## config.mk

```make
export PLATFORM = sky130hd
export DESIGN_NAME = sayeh_muldiv_unit_flat
export DESIGN_NICKNAME = d
export VERILOG_FILES = /design/src/rtl/sayeh_muldiv_unit_if.sv /design/src/rtl/sayeh_muldiv_unit.sv /design/src/flat_wrapper.sv
export SDC_FILE = /design/constraint.sdc
export NUM_CORES = 1
export LEC_CHECK = 0
export CAP_MARGIN = 10
export CORE_MARGIN = 4
export CORE_UTILIZATION = 25
export CTS_CLUSTER_DIAMETER = 30
export DETAILED_ROUTE_END_ITERATION = 6
export GPL_TIMING_DRIVEN = 0
export PLACE_DENSITY = 0.42
export SLEW_MARGIN = 20
export SYNTH_ARGS = -nofsm -noshare
export SYNTH_HDL_FRONTEND = slang
export SYNTH_SLANG_ARGS = --single-unit
```

## constraint.sdc

```tcl
create_clock -name clk -period 6.4 [get_ports clk]
set_input_delay 1.92 -clock clk [delete_from_list [all_inputs] [get_ports clk]]
set_output_delay 1.92 -clock clk [all_outputs]
set_load 0.005 [all_outputs]
```

## src/rtl/sayeh_muldiv_unit_if.sv

```systemverilog
// Controller-facing bundle of the SAYEH multiply/divide unit:
// launch handshake, register-file operands and lo/hi result write-back.
interface sayeh_muldiv_unit_if #(parameter int WIDTH = 16);
    logic             start;
    logic             op;
    logic [WIDTH-1:0] a;
    logic [WIDTH-1:0] b;
    logic             busy;
    logic             done;
    logic [WIDTH-1:0] res_lo;
    logic [WIDTH-1:0] res_hi;
    logic             div_zero;

    modport master (output start, op, a, b, input busy, done, res_lo, res_hi, div_zero);
    modport slave  (input start, op, a, b, output busy, done, res_lo, res_hi, div_zero);
endinterface

```

## src/rtl/sayeh_muldiv_unit.sv

```systemverilog
// Iterative unsigned multiply (shift-add) / divide (restoring) unit for SAYEH.
// One iteration per cycle; results only update when an operation completes.
module sayeh_muldiv_unit #(
    parameter int WIDTH = 16
) (
    input  logic                clk,
    input  logic                rst,
    sayeh_muldiv_unit_if.slave  bus
);
    localparam int CW = (WIDTH > 2) ? $clog2(WIDTH) : 1;

    typedef enum logic [1:0] {IDLE, RUN, FIN} state_t;

    state_t           state;
    logic             op_q;
    logic [WIDTH-1:0] opnd;
    logic [WIDTH-1:0] acc_hi;
    logic [WIDTH-1:0] acc_lo;
    logic [CW-1:0]    count;
    logic             busy_q;
    logic             done_q;
    logic             dz_q;
    logic [WIDTH-1:0] lo_q;
    logic [WIDTH-1:0] hi_q;

    logic [WIDTH:0]   mul_sum;
    logic [WIDTH:0]   div_shl;
    logic [WIDTH-1:0] div_diff;
    logic             div_ge;
    logic [WIDTH-1:0] nxt_hi;
    logic [WIDTH-1:0] nxt_lo;

    // acc_hi/acc_lo double as {product_hi, multiplier} or {remainder, quotient}
    always_comb begin
        mul_sum  = {1'b0, acc_hi} + (acc_lo[0] ? {1'b0, opnd} : '0);
        div_shl  = {acc_hi, acc_lo[WIDTH-1]};
        div_ge   = div_shl >= {1'b0, opnd};
        div_diff = div_shl[WIDTH-1:0] - opnd;
        if (op_q) begin
            nxt_hi = div_ge ? div_diff : div_shl[WIDTH-1:0];
            nxt_lo = {acc_lo[WIDTH-2:0], div_ge};
        end else begin
            nxt_hi = mul_sum[WIDTH:1];
            nxt_lo = {mul_sum[0], acc_lo[WIDTH-1:1]};
        end
    end

    always_ff @(posedge clk) begin
        if (rst) begin
            state  <= IDLE;
            op_q   <= 1'b0;
            opnd   <= '0;
            acc_hi <= '0;
            acc_lo <= '0;
            count  <= '0;
            busy_q <= 1'b0;
            done_q <= 1'b0;
            dz_q   <= 1'b0;
            lo_q   <= '0;
            hi_q   <= '0;
        end else begin
            case (state)
                IDLE: begin
                    if (bus.start) begin
                        op_q <= bus.op;
                        dz_q <= bus.op && (bus.b == '0);
                        if (bus.op && (bus.b == '0)) begin
                            lo_q   <= '1;
                            hi_q   <= bus.a;
                            done_q <= 1'b1;
                            state  <= FIN;
                        end else begin
                            opnd   <= bus.op ? bus.b : bus.a;
                            acc_hi <= '0;
                            acc_lo <= bus.op ? bus.a : bus.b;
                            count  <= '0;
                            busy_q <= 1'b1;
                            state  <= RUN;
                        end
                    end
                end
                RUN: begin
                    acc_hi <= nxt_hi;
                    acc_lo <= nxt_lo;
                    count  <= count + CW'(1);
                    // Final iteration publishes straight to the outputs so done lines up with FIN
                    if (count == CW'(WIDTH - 1)) begin
                        busy_q <= 1'b0;
                        done_q <= 1'b1;
                        lo_q   <= nxt_lo;
                        hi_q   <= nxt_hi;
                        state  <= FIN;
                    end
                end
                FIN: begin
                    done_q <= 1'b0;
                    state  <= IDLE;
                end
                default: state <= IDLE;
            endcase
        end
    end

    assign bus.busy     = busy_q;
    assign bus.done     = done_q;
    assign bus.res_lo   = lo_q;
    assign bus.res_hi   = hi_q;
    assign bus.div_zero = dz_q;
endmodule

```

## src/flat_wrapper.sv

```systemverilog
// flat-port wrapper written by rule: the top's interface ports become plain ports
module sayeh_muldiv_unit_flat 
#(
    parameter int WIDTH = 16
)
  (clk, rst, bus_start, bus_op, bus_a, bus_b, bus_busy, bus_done, bus_res_lo, bus_res_hi, bus_div_zero);
  sayeh_muldiv_unit_if #(.WIDTH(WIDTH)) bus_i ();
  input  logic clk;
  input  logic rst;
  input wire logic [$bits(bus_i.start)-1:0] bus_start;
  input wire logic [$bits(bus_i.op)-1:0] bus_op;
  input wire logic [$bits(bus_i.a)-1:0] bus_a;
  input wire logic [$bits(bus_i.b)-1:0] bus_b;
  output wire logic [$bits(bus_i.busy)-1:0] bus_busy;
  output wire logic [$bits(bus_i.done)-1:0] bus_done;
  output wire logic [$bits(bus_i.res_lo)-1:0] bus_res_lo;
  output wire logic [$bits(bus_i.res_hi)-1:0] bus_res_hi;
  output wire logic [$bits(bus_i.div_zero)-1:0] bus_div_zero;
  assign bus_i.start = bus_start;
  assign bus_i.op = bus_op;
  assign bus_i.a = bus_a;
  assign bus_i.b = bus_b;
  assign bus_busy = bus_i.busy;
  assign bus_done = bus_i.done;
  assign bus_res_lo = bus_i.res_lo;
  assign bus_res_hi = bus_i.res_hi;
  assign bus_div_zero = bus_i.div_zero;
  sayeh_muldiv_unit #(.WIDTH(WIDTH)) u_core (.clk(clk), .rst(rst), .bus(bus_i));
endmodule
```

Word-level counts from Yosys, hierarchy flattened
Cells that the tools add are included.
Widths: inputs -> output; s select.
{"block": "totals", "ff_bits": 90, "input_bits": 36, "out_inout_bits": 35, "wordCells": 70}
{"block": "op_classes", "add_sub_neg": 3, "n_lt_le_gt_ge": 1, "eq_ne": 7, "muxes": 35, "n_bitwise": 1, "n_reduce_logical": 12}
{"cell": "$mux 16", "n": 16}
{"cell": "$pmux 16 s2", "n": 4}
{"cell": "$add 16x17->17", "n": 1}
{"cell": "$ge 17x16->1", "n": 1}
{"cell": "$logic_not 16->1", "n": 1}
{"cell": "$sub 16x16->16", "n": 1}
{"cell": "$reduce_and 4->1", "n": 3}
{"cell": "$mux 4", "n": 2}
{"cell": "$pmux 4 s2", "n": 1}
{"cell": "$mux 1", "n": 6}
{"cell": "$mux 2", "n": 3}
{"cell": "$reduce_and 3->1", "n": 2}
{"cell": "$add 4x1->4 const B", "n": 1}
{"cell": "$eq 4x4->1 const B", "n": 1}
{"cell": "$ne 2x1->1 const B", "n": 2}
{"cell": "$ne 2x2->1 const B", "n": 2}
{"cell": "$pmux 2 s2", "n": 1}
{"cell": "$reduce_and 2->1", "n": 2}
{"cell": "$pmux 1 s3", "n": 1}
{"cell": "$reduce_bool 3->1", "n": 1}
{"cell": "$eq 2x1->1 const B", "n": 1}
{"cell": "$eq 2x2->1 const B", "n": 1}
{"cell": "$logic_not 2->1", "n": 1}
{"cell": "$pmux 1 s2", "n": 1}
{"cell": "other kinds (3)", "n": 3}

Depth between registers and ports, before layout
{"block": "depth", "depth_word": 5, "ltp_mapped": 11, "ltp_nobuf": 11}

Worst setup path after synthesis
OpenSTA, ideal clock, no wires.
{"block": "synth_timing", "kind": "input to register", "startpoint": "input bus_b[3]", "endpoint": "register u_core.lo_q[10] (netlist: u_core.bus.res_lo[10])", "setup_time_ns": 0.078, "t_arrival_ns": 3.484, "required_time_ns": 6.322, "path_slack_ns": 2.838, "stages": 6, "path_buffers": 1, "path_cell_list": "or3_1 or3_1 a21oi_1 clkbuf_1 nor2_1 nor3_1"}
{"block": "synth_via", "elab_chain_len": 4}
{"item": "start, declared", "line": "flat_wrapper.sv:13", "source": "input wire logic [$bits(bus_i.b)-1:0] bus_b;"}
{"item": "$logic_not 16->1", "line": "sayeh_muldiv_unit.sv:67", "source": "if (bus.op && (bus.b == '0)) begin"}
{"item": "$logic_and 1x1->1", "line": "sayeh_muldiv_unit.sv:67"}
{"item": "$ne 2x1->1 (no source line)"}
{"item": "$reduce_and 4->1 (no source line)"}
{"item": "end signal, assigned", "line": "sayeh_muldiv_unit.sv:90", "source": "lo_q <= nxt_lo;"}
{"item": "end, declared", "line": "sayeh_muldiv_unit.sv:23", "source": "logic [WIDTH-1:0] lo_q;"}
No other way between the ends.
A chain may end at the register's enable or synchronous reset.

Final worst setup path
{"block": "layout_timing", "startpoint": "input bus_b[8]", "endpoint": "register u_core.acc_hi[8]"}
{"block": "layout_via", "elab_chain_len": 4}
{"item": "$logic_not 16->1", "line": "sayeh_muldiv_unit.sv:67"}
{"item": "$logic_and 1x1->1", "line": "sayeh_muldiv_unit.sv:67"}
{"item": "$ne 2x2->1 (no source line)"}
{"item": "$reduce_and 3->1 (no source line)"}
{"item": "end signal, assigned", "line": "sayeh_muldiv_unit.sv:83", "source": "acc_hi <= nxt_hi;"}
{"item": "end, declared", "line": "sayeh_muldiv_unit.sv:17", "source": "logic [WIDTH-1:0] acc_hi;"}
No other way between the ends.

==> impl_results.md <==
* Outcome: completed
* Antenna violations before repair at 0
* Clock Skew at 0.00853 ns
* Worst-margin pin slew at 0.843 ns
* Final hold vios at 0
* Total gr overflow at 0
* Max_slew headroom at 0.438
* # Post-CTS Setup Buffers at 0
* Max cap viols at 0
* Max IR drop VDD at 0.000155 V
* Vias at 5,822
* Hold path start: u_core.acc_lo[15]
* Hold Crit Class: reg2reg
* Die area at 0.0265 mm2
* Setup TNS Final at 0 ns
* Post-synthesis cell count at 767
* Filler cell count at 2,637
* Skew-Pair Late Insertion Delay at 0.35 ns
* Final Slew Violations at 0
* Number of CTS-inserted buffers at 9
* Yosys Warn Count at 0
* Final Critical Period at 4.38 ns
* DRC Markers at 0
* Total track usage at 0.171
* Synth top area cells: dfxtp_1, mux2i_1, ha_1, a21oi_1, nand2_1
* First-pass GRT wire length at 35,100 um
* Post-synth top area cell: dfxtp_1
* Register Area at 0.00180 mm2
* R2R Path Start: u_core.acc_lo[0]
* WL final at 22,600 um
* Clock buffer depth at 2
* Pre-antenna DRT Iters at 5
* Area of the multi-input gates at 0.00389 mm2
* Post-synth EDFFs at 0
* Top Ports at 71
* CTS tree: done
* Critical path origin: bus_b[8]
* Vias in the first global route at 5,729
* GP Congestion at 0.897
* Die Y at 163 um
* Die width at 163 um
* Antenna cell count at 0
* # setup viols final at 0
* Wire length per cell at 19.3 um
* Critical Path AT at 4.65 ns
* RSZ-0062 raised after global routing: false
* CTS H-Tree Depth at 3
* Area Growth Syn to Fin at 23.5%
* CP max FO at 10
* Final Cycle Share at 0.684
* Via density at 4.97
* PD cells at 225 mW/mm2
* Layout Nets at 918
* Post-synth ARST share at 0
* Fmax at 228 MHz
* 1st-iter DRT viols at 393
* Synth top area share at 0.301
* Worst setup EP type: flip-flop
* Largest net degree at the start of global routing at 16
* Syn_nets at 838
* Pleak at 2.85 nW
* CTS Hold Bufs at 0
* CTS-repair resized insts at 0
* Synth cell types at 62
* Ratio of cells with drive above 1 in the final layout at 0.0481
* Synthesized cell area at 0.00599 mm2
* Worst EP required at 6.67 ns
* Critical setup path kind: in2reg
* Number of synthesized register bits at 90
* Starting density of the core at 0.255
* Final Core Density at 0.314
* Main synth FF type: dfxtp_1
* Core Region at 0.0235 mm2
* CP Launch Type: primary input
* Row cnt at 56
* Post-synthesis average cell area at 7.81 um2
* Antenna Nets Post-Route at 0
* Root buf cell: clkbuf_16
* Sequential element share of the synthesized area at 0.301
* Worst-path clk slew at 0.07 ns
* IO buf count at 69
* Clock Sinks at 90
* Detailed placer's ending HPWL at 18,100 um
worst max-delay path: stages:
cell,delay (ns)
clkdlybuf4s50_1,0.50
nor4_1,0.44
nand2_1,0.14
o31ai_1,0.33
a21o_1,0.17
clkbuf_1,0.27
clkbuf_1,0.59
nand2_1,0.12
a21oi_1,0.16
synthesized netlist by cell type (all sizes together) (5+ instances only):
| cell type | n |
|---|---|
| nor4 | 6 |
| mux2i | 52 |
| buf | 8 |
| a21oi | 81 |
| nand3 | 24 |
| and2 | 17 |
| xnor2 | 10 |
| dfxtp | 90 |
| nand2 | 90 |
| a22oi | 10 |
| mux2 | 7 |
| a211oi | 40 |
| o21ai | 20 |
| o211ai | 5 |
| a21o | 14 |
| clkbuf | 38 |
| or3 | 5 |
| ha | 33 |
| xor2 | 15 |
| inv | 30 |
| nor2 | 86 |
| nor3 | 28 |
flip-flops by register name, summed over array words and instances, names as in the netlist, 2 cells and up:
register / flops
u_core.count: 4
u_core.bus.res_hi: 16
u_core.acc_lo: 16
u_core.opnd: 16
u_core.state: 2
u_core.acc_hi: 16
u_core.bus.res_lo: 16
through the flow:
step	instances	setup WS [ns]	cell area [um2]	hold WS [ns]	total power, W
2_1_floorplan	767	2.84	5990	0.436	0.000918
3_3_place_gp	1155	1.68	7080	0.445	0.00109
3_5_place_dp	1155	1.69	7080	0.446	0.00109
4_1_cts	1171	2.03	7400	0.456	0.00169
5_1_grt	1171	1.79	7400	0.491	0.00176
6_report	1171	2.02	7400	0.454	0.00167
metal layers:
| layer | share of wire | track usage | vias to the layer above |
|---|---|---|---|
| li1 | - | - | 2913 |
| met1 | 0.47 | 0.230 | 2794 |
| met2 | 0.49 | 0.298 | 99 |
| met3 | 0.031 | 0.0197 | 16 |
| met4 | 0.013 | 0.0347 | 0 |
| met5 | 0 | 0 | - |
power breakdown:
group	switching [W]	total, W	internal [W]
Clock	0.000245	0.000589	0.000344
Combinational	0.000259	0.000441	0.000181
Sequential	0.0000350	0.000636	0.000601
kinds of logic after synthesis:
| kind of cell | Yosys count | synth area share |
|---|---|---|
| multiplexers | 59 | 0.100 |
| flip-flops | 90 | 0.301 |
| buffers and inverters | 76 | 0.0497 |
| adder cells (fa/ha/maj) | 35 | 0.0756 |
| AND/OR/NAND/NOR | 278 | 0.209 |
| XOR/XNOR | 25 | 0.0365 |
| AO/OA/AOI/OAI | 204 | 0.228 |
path summary, 6_finish.rpt:
path	end	slack, ns	depth (start not counted)
hold / removal	u_core.acc_lo[15]	0.45	2
setup / recovery	u_core.acc_hi[8]	2.02	9
hold reg to reg	u_core.acc_lo[15]	0.45	2
setup reg to reg	u_core.bus.res_hi[13]	2.46	11
placed cells by master (no fill, tap or decap), types with 27 or more instances in the layout:
cell	synthesis	layout
nand2_1	90	90
dfxtp_1	90	90
nor2_1	86	86
a21oi_1	80	80
clkdlybuf4s50_1	0	69
mux2i_1	52	52
clkbuf_1	37	38
a211oi_1	36	36
ha_1	33	33
inv_1	30	30
nor3_1	27	27
area by class of cell:
| class | instances | share of cell area |
|---|---|---|
| multi-input cells | 601 | 0.526 |
| flip-flops and latches | 90 | 0.243 |
| repair buffers | 69 | 0.0933 |
| well taps | 319 | 0.0539 |
| clock buffers | 10 | 0.0309 |
| plain buffers | 46 | 0.0250 |
| inverters | 30 | 0.0152 |
| clock inverters | 6 | 0.0122 |
(Power assumes the default switching activity.)
==> variant 1 (same flow settings) <==
`WIDTH` is set to 16 in 3 places; all go to 8.
--- a/src/rtl/sayeh_muldiv_unit_if.sv
+++ b/src/rtl/sayeh_muldiv_unit_if.sv
@@ -1,6 +1,6 @@
 // Controller-facing bundle of the SAYEH multiply/divide unit:
 // launch handshake, register-file operands and lo/hi result write-back.
-interface sayeh_muldiv_unit_if #(parameter int WIDTH = 16);
+interface sayeh_muldiv_unit_if #(parameter int WIDTH = 8);
     logic             start;
     logic             op;
     logic [WIDTH-1:0] a;
--- a/src/rtl/sayeh_muldiv_unit.sv
+++ b/src/rtl/sayeh_muldiv_unit.sv
@@ -1,7 +1,7 @@
 // Iterative unsigned multiply (shift-add) / divide (restoring) unit for SAYEH.
 // One iteration per cycle; results only update when an operation completes.
 module sayeh_muldiv_unit #(
-    parameter int WIDTH = 16
+    parameter int WIDTH = 8
 ) (
     input  logic                clk,
     input  logic                rst,
--- a/src/flat_wrapper.sv
+++ b/src/flat_wrapper.sv
@@ -1,7 +1,7 @@
 // flat-port wrapper written by rule: the top's interface ports become plain ports
 module sayeh_muldiv_unit_flat 
 #(
-    parameter int WIDTH = 16
+    parameter int WIDTH = 8
 )
   (clk, rst, bus_start, bus_op, bus_a, bus_b, bus_busy, bus_done, bus_res_lo, bus_res_hi, bus_div_zero);
   sayeh_muldiv_unit_if #(.WIDTH(WIDTH)) bus_i ();
Ports: changed (resized bus_a, bus_b, bus_res_hi and bus_res_lo); port bits go from 71 to 39. No check against the original RTL was run, so the function may have changed too.
==> variant 1 against the unedited design <==
  * Synthesized area down 47%
  * Final area is 47% lower
  * Sequential power is 47% lower
  * Routed wire length is 53% lower
  * Total power is 52% lower
  * Worst setup slack gained 340 ps
  * Sequential cell count fell by 41
  * Via count decreased by 48%
  * Critical path type unchanged
  * Critical endpoint is now u_core.acc_lo[5]$_SDFFE_PP0P_
==> variant 1: results <==
group,metric,value,unit
grt,grt_first_pass_wirelength,16800,µm
placement,placed_cell_area,3780,µm²
hold_path,min-delay-start,"u_core.acc_lo[3]$_SDFFE_PP0P_",
yosys,ys_types,59,
cells_and_area,final_nets,474,
pwr,comb_power_share,0.238,
placement,placedCellCount,599,
detailed_routing,avgViaCountPerCell,5.03,
grt,grt_max_degree,15,
placement,post-place-ws,2110,ps
yosys,seq_area_frac_synth,0.306,
pwr,finalPower,793,µW
yosys,netlist_top_cells_area,"dfxtp_1 (31%), a211oi_1 (8.7%), ha_1 (7.0%)",
sta,skew,5.43,ps
detailed_routing,dr_wl_met2,4850,µm
pwr,internal_power,548,µW
cts,cts_made_buffers,5,
yosys,synth_nets,431,
cts,htree_num_levels,2,
detailed_routing,drtIter0Drc,225,
grt,grt_usage,0.149,
grt,grt_use_met3,0.0308,
critical_path,r2r_setup_slack,3550,ps
sta,worst_hold_slack,475,ps
pwr,leakage,0.00153,µW
critical_path,setup.worst_path.end,"u_core.acc_lo[5]$_SDFFE_PP0P_",
detailed_routing,routed_wl,10700,µm
critical_path,r2r_end,"u_core.bus.res_hi[3]$_SDFFE_PP0P_",
grt,grtUsageMet2,0.230,
critical_path,slowest_stage,"nor4_1",
placement,io_buffers,36,
sta,fmax,247,MHz
detailed_routing,wl_met1,5210,µm
grt,grt_pass1_vias,2999,
critical_path,startpoint,"bus_b[7]",
run_status,status,"finished clean",
yosys,synth_common_cells,"dfxtp_1 (49), nor2_1 (47), a211oi_1 (37), a21oi_1 (37), nand2_1 (35)",
pwr,ir_drop,0.0000716,V
grt,grt.met1_usage,0.211,
yosys,postSynthCellCount,391,
detailed_routing,route.detailed.wl_per_inst,17.6,µm
critical_path,reg2reg_depth,9,
sta,max_slew.worst_pin.slew,981,ps
## variant 1: changes by cell type in the layout (fill, tap and decap cells not counted), moves of 13 or more
cell	change
dfxtp_1	-41
clkbuf_1	-28
o21ai_0	-14
xor2_1	-13
clkdlybuf4s50_1	-33
nand2_1	-55
nor2_1	-39
ha_1	-15
nand3_1	-23
inv_1	-16
mux2i_1	-33
nor3_1	-19
a21oi_1	-43
## variant 1: layout make-up
type,instances,area [µm²]
fillers,1373,8640
multi-input cells,305,2060
flip-flops and latches,49,981
repair buffers,36,360
well taps,172,215
clock buffers,6,139
plain buffers,23,113
inverters,14,52.6
clock inverters,1,7.51
## variant 1: cell families (layout without fill, tap and decap cells)
family / count (synthesis) / count (layout) / synth area share
AOI/OAI and AO/OA: 127 / 127 / 0.285
xor gates and xnor gates: 5 / 5 / 0.0137
adders and majority gates: 20 / 20 / 0.0828
buffers and inverters: 37 / 80 / 0.0516
DFF: 49 / 49 / 0.306
muxes: 19 / 19 / 0.0594
and+or+nand+nor: 134 / 134 / 0.201
==> variant 2 (same flow settings) <==
Without the edit above. Make the reset (`rst`) asynchronous in one clocked block.
--- a/src/rtl/sayeh_muldiv_unit.sv
+++ b/src/rtl/sayeh_muldiv_unit.sv
@@ -45,7 +45,7 @@
         end
     end
 
-    always_ff @(posedge clk) begin
+    always_ff @(posedge clk or posedge rst) begin
         if (rst) begin
             state  <= IDLE;
             op_q   <= 1'b0;
Formal check against the unedited RTL: differs if rst is asserted again (counterexample within 4 cycles, from zero or initial values and one cycle with rst high); with rst held inactive, the same outputs for 10 cycles.
==> variant 2 against the unedited design <==
  * Worst setup slack got worse by 320 ps
  * Final area up 2.1%
  * Synthesized cell count down 8.3%
  * Synthesized area grew 2.7%
  * Sequential cell count unchanged
  * Routed wire length grew 1.3%
Power is not compared: it rests on default switching activity, and its combinational part moved more than twofold at a synthesized area within 25%.
==> variant 2: results <==
group,metric,value,unit
cells_and_area,nNonClkBuffers,109,
sta,max_slew_margin,0.420,
detailed_routing,routed_wl,22900,µm
cells_and_area,nFillCells,2653,
critical_path,r2r_end,"u_core.bus.res_hi[13]$_DFFE_PP0P_",
sta,worst_hold_slack,507,ps
yosys,ys_types,63,
grt,grtUsageMet2,0.282,
critical_path,startpoint,"bus_b[15]",
detailed_routing,wl_met3,653,µm
cells_and_area,clkCellAreaFrac,0.0363,
yosys,seq_area_frac_synth,0.366,
grt,grt_max_degree,53,
cells_and_area,nonClkBufAreaFrac,0.119,
placement,place.gp.congestion,0.814,
grt,grt_use_met3,0.0210,
detailed_routing,route.detailed.wl_per_inst,20.6,µm
cells_and_area,seq_share,0.298,
grt,grt_first_pass_wirelength,35100,µm
detailed_routing,vias,5611,
cells_and_area,multi_input_area,3630,µm²
placement,placed_cell_area,7280,µm²
yosys,synth_nets,774,
detailed_routing,drtIter0Drc,295,
placement,hpwl,17700,µm
cells_and_area,drive_gt1_frac,0.0584,
placement,placedCellCount,1097,
critical_path,slowest_delay,610,ps
critical_path,setup.worst_path.end,"u_core.acc_lo[1]$_DFFE_PP0P_",
critical_path,cp_top_family,"simple AND/OR/NAND/NOR gates",
critical_path,crit_arrival,4940,ps
cells_and_area,multi_input_area_share,0.480,
run_status,status,"finished clean",
grt,grt_pass1_vias,5781,
hold_path,min_path_cells,1,
grt,grt_usage,0.171,
cells_and_area,num-nonclk-inverters,25,
yosys,synth-async-reset-ratio,1.00,
critical_path,slowest_stage,"nor2_1",
hold_path,min-delay-start,"u_core.acc_lo[4]$_DFFE_PP0P_",
cells_and_area,final_nets,855,
critical_path,reg2reg_depth,12,
yosys,netlist_top_cells_area,"dfrtp_1 (37%), ha_1 (6.7%), mux2i_1 (5.4%)",
floorplanning,dieWidth,165,µm
-- variant 2: report_power, final --
group / switching [µW] / internal (µW) / total, µW / leakage, µW
Combinational: 1650 / 1090 / 2750 / 0.00215
Clock: 232 / 297 / 528 / 0.000138
Sequential: 246 / 829 / 1070 / 0.00107
Total: 2130 / 2220 / 4350 / 0.00335
-- variant 2: metrics by stage --
stage	worst slack, ps	total power, µW
floorplan	2140	2810
global placement	352	3850
detailed placement	1270	3830
CTS	1620	4390
global route	1580	4710
finish	1700	4350
-- variant 2: cell families (layout without fill, tap and decap cells) --
group                      count (synthesis)  count (layout)  share of synthesized area
AOI/OAI and AO/OA                        245             245                      0.264
and+or+nand+nor                          210             210                      0.160
DFF                                       90              90                      0.366
buffers and inverters                     64             148                     0.0443
adders and majority gates                 35              35                     0.0736
muxes                                     35              35                     0.0573
xor gates and xnor gates                  24              24                     0.0341
